--- src/rtl/rst_seq_pkg.sv ---
// Shared definitions for the reset sequencer: state encoding, default timing
// constants and small combinational helpers.
package rst_seq_pkg;

    typedef enum logic [2:0] {
        ASSERT    = 3'd0,
        WAIT_LOCK = 3'd1,
        REL_RX    = 3'd2,
        REL_TX    = 3'd3,
        REL_SAMP  = 3'd4,
        RUN       = 3'd5
    } seq_state_e;

    localparam int unsigned DEF_MIN_ASSERT_CYC  = 32'd8;
    localparam int unsigned DEF_LOCK_STABLE_CYC = 32'd64;
    localparam int unsigned DEF_STEP_CYC        = 32'd16;
    localparam logic [7:0]  LOCK_LOSS_MAX       = 8'd255;

    // Reset request pattern {samp, tx, rx} held in each state; release is rx, tx, samp.
    function automatic logic [2:0] rst_mask(input seq_state_e st);
        logic [2:0] m;
        case (st)
            ASSERT, WAIT_LOCK: m = 3'b111;
            REL_RX:            m = 3'b110;
            REL_TX:            m = 3'b100;
            REL_SAMP, RUN:     m = 3'b000;
            default:           m = 3'b111;
        endcase
        return m;
    endfunction

    function automatic logic [7:0] sat_inc8(input logic [7:0] v);
        logic [7:0] r;
        if (v == LOCK_LOSS_MAX) begin
            r = v;
        end else begin
            r = v + 8'd1;
        end
        return r;
    endfunction

    function automatic int unsigned max3(input int unsigned a,
                                         input int unsigned b,
                                         input int unsigned c);
        int unsigned m;
        m = a;
        if (b > m) begin
            m = b;
        end else begin
            m = m;
        end
        if (c > m) begin
            m = c;
        end else begin
            m = m;
        end
        return m;
    endfunction

endpackage

--- src/rtl/rst_seq_ctl.sv ---
// Reset sequencer: holds all domain resets, waits for a stable clock lock,
// then releases rx, tx and samp in order; lock loss or restart re-sequences.
module rst_seq_ctl
    import rst_seq_pkg::*;
#(
    parameter int unsigned MIN_ASSERT_CYC  = DEF_MIN_ASSERT_CYC,
    parameter int unsigned LOCK_STABLE_CYC = DEF_LOCK_STABLE_CYC,
    parameter int unsigned STEP_CYC        = DEF_STEP_CYC
) (
    input  logic       clk_rx,
    input  logic       rst_clk_rx,
    input  logic       clock_locked,
    input  logic       restart_req,
    output logic       restart_ack,
    output logic       rst_req_rx,
    output logic       rst_req_tx,
    output logic       rst_req_samp,
    output logic       seq_done,
    output logic [7:0] lock_loss_cnt
);

    localparam int unsigned MAX_CYC = max3(MIN_ASSERT_CYC, LOCK_STABLE_CYC, STEP_CYC);
    localparam int unsigned CNT_W   = $clog2(MAX_CYC) + 1;

    localparam logic [CNT_W-1:0] CNT_ZERO  = {CNT_W{1'b0}};
    localparam logic [CNT_W-1:0] CNT_ONE   = {{(CNT_W-1){1'b0}}, 1'b1};
    localparam logic [CNT_W-1:0] MIN_LAST  = CNT_W'(MIN_ASSERT_CYC - 32'd1);
    localparam logic [CNT_W-1:0] LOCK_LAST = CNT_W'(LOCK_STABLE_CYC - 32'd1);
    localparam logic [CNT_W-1:0] STEP_LAST = CNT_W'(STEP_CYC - 32'd1);

    seq_state_e       state_q, state_d;
    logic [CNT_W-1:0] cnt_q, cnt_d, cnt_step_s;
    logic [2:0]       rst_req_q, rst_req_d;
    logic             seq_done_q, seq_done_d;
    logic             restart_ack_q, restart_ack_d;
    logic [7:0]       loss_cnt_q, loss_cnt_d;
    logic             lock_lost_s;

    // Next-state, counter and next-output computation
    always_comb begin
        state_d       = state_q;
        cnt_step_s    = cnt_q + CNT_ONE;
        restart_ack_d = 1'b0;
        lock_lost_s   = 1'b0;

        case (state_q)
            ASSERT: begin
                if (cnt_q == MIN_LAST) begin
                    state_d = WAIT_LOCK;
                end else begin
                    state_d = ASSERT;
                end
            end
            WAIT_LOCK: begin
                // Any unlocked cycle restarts the stability window.
                if (!clock_locked) begin
                    cnt_step_s = CNT_ZERO;
                end else if (cnt_q == LOCK_LAST) begin
                    state_d = REL_RX;
                end else begin
                    state_d = WAIT_LOCK;
                end
            end
            REL_RX: begin
                if (!clock_locked) begin
                    lock_lost_s = 1'b1;
                end else if (cnt_q == STEP_LAST) begin
                    state_d = REL_TX;
                end else begin
                    state_d = REL_RX;
                end
            end
            REL_TX: begin
                if (!clock_locked) begin
                    lock_lost_s = 1'b1;
                end else if (cnt_q == STEP_LAST) begin
                    state_d = REL_SAMP;
                end else begin
                    state_d = REL_TX;
                end
            end
            REL_SAMP: begin
                if (!clock_locked) begin
                    lock_lost_s = 1'b1;
                end else if (cnt_q == STEP_LAST) begin
                    state_d = RUN;
                end else begin
                    state_d = REL_SAMP;
                end
            end
            RUN: begin
                // Lock loss outranks a restart request in the same cycle.
                if (!clock_locked) begin
                    lock_lost_s = 1'b1;
                end else if (restart_req) begin
                    state_d       = ASSERT;
                    restart_ack_d = 1'b1;
                end else begin
                    state_d = RUN;
                end
            end
            default: begin
                state_d = ASSERT;
            end
        endcase

        if (lock_lost_s) begin
            state_d    = ASSERT;
            loss_cnt_d = sat_inc8(loss_cnt_q);
        end else begin
            loss_cnt_d = loss_cnt_q;
        end

        if (state_d != state_q) begin
            cnt_d = CNT_ZERO;
        end else begin
            cnt_d = cnt_step_s;
        end

        rst_req_d  = rst_mask(state_d);
        seq_done_d = (state_d == RUN);
    end

    // State, counter and registered outputs with synchronous reset
    always_ff @(posedge clk_rx) begin
        if (rst_clk_rx) begin
            state_q       <= ASSERT;
            cnt_q         <= CNT_ZERO;
            rst_req_q     <= 3'b111;
            seq_done_q    <= 1'b0;
            restart_ack_q <= 1'b0;
            loss_cnt_q    <= 8'd0;
        end else begin
            state_q       <= state_d;
            cnt_q         <= cnt_d;
            rst_req_q     <= rst_req_d;
            seq_done_q    <= seq_done_d;
            restart_ack_q <= restart_ack_d;
            loss_cnt_q    <= loss_cnt_d;
        end
    end

    assign rst_req_rx    = rst_req_q[0];
    assign rst_req_tx    = rst_req_q[1];
    assign rst_req_samp  = rst_req_q[2];
    assign seq_done      = seq_done_q;
    assign restart_ack   = restart_ack_q;
    assign lock_loss_cnt = loss_cnt_q;

endmodule
--- config.mk ---
export PLATFORM = sky130hd
export DESIGN_NAME = rst_seq_ctl
export DESIGN_NICKNAME = d
export VERILOG_FILES = /design/src/rtl/rst_seq_pkg.sv /design/src/rtl/rst_seq_ctl.sv
export SDC_FILE = /design/constraint.sdc
export NUM_CORES = 1
export LEC_CHECK = 0
export CAP_MARGIN = 20
export CORE_MARGIN = 2
export CORE_UTILIZATION = 45
export DETAILED_ROUTE_END_ITERATION = 8
export PLACE_DENSITY = 0.74
export SETUP_SLACK_MARGIN = 0.1
export SLEW_MARGIN = 20
export SYNTH_ARGS = -nofsm -noshare
export SYNTH_HDL_FRONTEND = slang
export SYNTH_SLANG_ARGS = --single-unit
--- constraint.sdc ---
create_clock -name clk_rx -period 1.71 [get_ports clk_rx]
set_clock_uncertainty 0.15 [all_clocks]
set_input_delay 0.342 -clock clk_rx [delete_from_list [all_inputs] [get_ports clk_rx]]
set_output_delay 0.342 -clock clk_rx [all_outputs]
set_load 0.005 [all_outputs]
==> flow_summary.json <==
{
  "synth_area_mm2": 0.00126,
  "cts_buffers": 3,
  "dp_cells": 204,
  "synth_top_area_share_pct": 36.6,
  "switchingPower_uw": 346,
  "cp_max_fo": 7,
  "vias": 1201,
  "synth_edf_count": 0,
  "hold_ws_ns": 0.380,
  "cp_data_required_time_ns": 1.81,
  "routed_wirelength_um": 3200,
  "synth_area_leaders": "dfxtp_1, xnor2_1, nor2_1",
  "clkSlewWorstSetupHoldPaths_ns": 0.13,
  "async_flop_share_pct": 0,
  "firstDrtPassIters": 4,
  "root_buffer": "clkbuf_4",
  "drv_slew": 0,
  "die_w_um": 56.9,
  "clkSinkCount": 23,
  "pwr-share-seq_pct": 53.2,
  "h-tree-depth": 1,
  "drt-initial-drc-count": 23,
  "relSlewSlack_pct": 77.5,
  "wl_per_cell_um": 14.6,
  "layout_setup_ws_ns": -0.112,
  "die_h_um": 56.9,
  "grt-ovfl-total": 0,
  "dpl.hpwl_um": 2250,
  "setup_tns_ns": -0.681,
  "antenna_found_initial": 0,
  "clock_path_buffers": 2,
  "ir_drop_mv": 0.522,
  "final_common_cell": "buf_4",
  "power_density_mw_per_mm2": 615,
  "layout-drive-gt1-share_pct": 44.7,
  "power_leakage_nw": 0.784,
  "final_cells": 219,
  "arrival_ns": 1.93,
  "hold_viol_final": 0,
  "p_sw_share_pct": 30.1,
  "grt_pass1_wl_um": 5490,
  "clk_latency_ns": 0.33,
  "syn_nets": 141,
  "critPathCaptureType": "flip-flop",
  "internal-power_uw": 801,
  "num_rows": 19,
  "tightest_slew_ns": 0.337,
  "io_buffers": 16,
  "max_cap_violations": 0,
  "postRouteAntennaNets": 0,
  "setup_viol_count_final": 12,
  "layout_common_cells": "buf_4, nor2_1, dlygate4sd2_1",
  "synth_seq_cells": 23,
  "dieArea_mm2": 0.00324,
  "initial_core_util_pct": 46.4,
  "gp_congestion": 0.949,
  "ys_types": 46,
  "drc": 0,
  "antenna_cells": 0,
  "path_class": "flip-flop to flip-flop",
  "synth_area_per_cell_um2": 9.39,
  "area_growth_pct": 48.1,
  "yosysWarningCount": 0,
  "nets": 196,
  "max_freq_ghz": 0.549,
  "grt_pass1_vias": 1250,
  "outcome": "complete, but fails checks",
  "fin_crit_sh_pct": 107,
  "holdCritPathClass": "flip-flop to flip-flop",
  "yosysTopAreaCell": "dfxtp_1",
  "setup.worst_path.start_class": "flip-flop",
  "grt_setup_unrepaired": "yes",
  "fin_crit_ns": 1.82,
  "io_pins": 17,
  "seq_area_frac_synth_pct": 36.6,
  "pre_cts_slack_ns": -0.557,
  "post_synth_inst_count": 134,
  "synthFlopType": "dfxtp_1",
  "clkPwrFrac_pct": 23.7,
  "tritoncts": "yes",
  "grt_max_degree": 14,
  "core_area_mm2": 0.00271,
  "viasPerCell": 5.48,
  "violations": "negative setup slack",
  "pwr-share-comb_pct": 23.1,
  "grtUsageTotal_pct": 21.4
}
[registers in the layout, summed over array words and instances (netlist names)]
| signal | flops |
|---|---|
| cnt_q | 7 |
| lock_loss_cnt | 8 |
| restart_ack | 1 |
| rst_req_q | 3 |
| seq_done | 1 |
| state_q | 3 |
[worst max-delay path, cell delays in order, from the launching register on]
cell and delay, ns:
dfxtp_2 0.36, ha_4 0.24, nor2b_4 0.12, or3_4 0.43, a21oi_4 0.16, o22ai_4 0.12
nor3_1 0.16
[stage by stage]
stage / power (mW) / area, µm² / util, %
after global placement: 0.811 / 1680 / 61.8
after detailed placement: 0.825 / 1680 / 61.8
final: 1.15 / 1860 / 68.8
after global routing: 1.19 / 1860 / 68.8
after floorplan: 0.727 / 1290 / -
after CTS: 1.11 / 1800 / 66.4
[cells by family (layout without fill, tap and decap cells)]
family                   count (synthesis)  count (layout)  synth area share (%)
AND/OR/NAND/NOR                         58              58                  28.4
AO/OA/AOI/OAI                           25              25                  17.9
flip-flops                              23              23                  36.6
adder cells (fa/ha/maj)                  3               3                  2.98
buffers and inverters                   11              65                  4.17
XOR/XNOR                                12              12                  8.35
multiplexers                             2               2                  1.59
[final cells by class]
class / count / area (µm²)
clock buffer: 3 / 22.5
clock inverter: 1 / 5.00
fill: 197 / 846
inverter: 5 / 18.8
multi-input combinational: 100 / 850
sequential: 23 / 479
tap: 31 / 38.8
timing repair buffer: 56 / 450
[per-layer routing]
layer | up-vias | GRT usage, % | part of all wire [%] | wire length (µm)
li1 | 590 | - | - | -
met1 | 588 | 23.8 | 42 | 1340
met2 | 16 | 39.9 | 54 | 1720
met3 | 7 | 3.00 | 1.9 | 61
met4 | 0 | 9.30 | 2.4 | 76
met5 | - | 0 | 0 | 0
[power groups by stage]
| stage | sequential [mW] | clock (mW) | combinational, mW |
|---|---|---|---|
| global placement | 0.608 | 0 | 0.203 |
| CTS | 0.605 | 0.273 | 0.233 |
| detailed placement | 0.610 | 0 | 0.215 |
| global route | 0.614 | 0.295 | 0.283 |
| floorplan | 0.608 | 0 | 0.119 |
| finish | 0.610 | 0.272 | 0.265 |
[Yosys cell counts, types with 2 or more instances]
cell type,instances
dfxtp_1,23
inv_1,5
mux2i_1,2
xor2_1,5
nor2_1,16
nand3_1,7
and4_1,2
buf_4,2
nand2_1,6
nand2b_1,4
ha_1,3
o21ai_0,4
nor3_1,7
xnor2_1,7
buf_2,3
or3_4,2
o311ai_0,2
nor3_2,2
a21oi_1,5
[timing repair]
action,4_1_cts,5_1_grt
hold buffers,0,0
gates resized for setup,29,12
buffers inserted,8,3
hold endpoints to repair,0,0
pin swaps,8,7
endpoints found under the setup margin,34,23
[final timing paths]
check	from	slack, ns	cells after the start	to
setup reg to reg	state_q[2]$_SDFF_PP0_	-0.11	6	cnt_q[4]$_SDFF_PP0_
setup / recovery	state_q[2]$_SDFF_PP0_	-0.11	6	cnt_q[4]$_SDFF_PP0_
hold / removal	cnt_q[5]$_SDFF_PP0_	0.38	2	cnt_q[5]$_SDFF_PP0_
hold reg to reg	cnt_q[5]$_SDFF_PP0_	0.38	2	cnt_q[5]$_SDFF_PP0_
(Power assumes the default switching activity.)
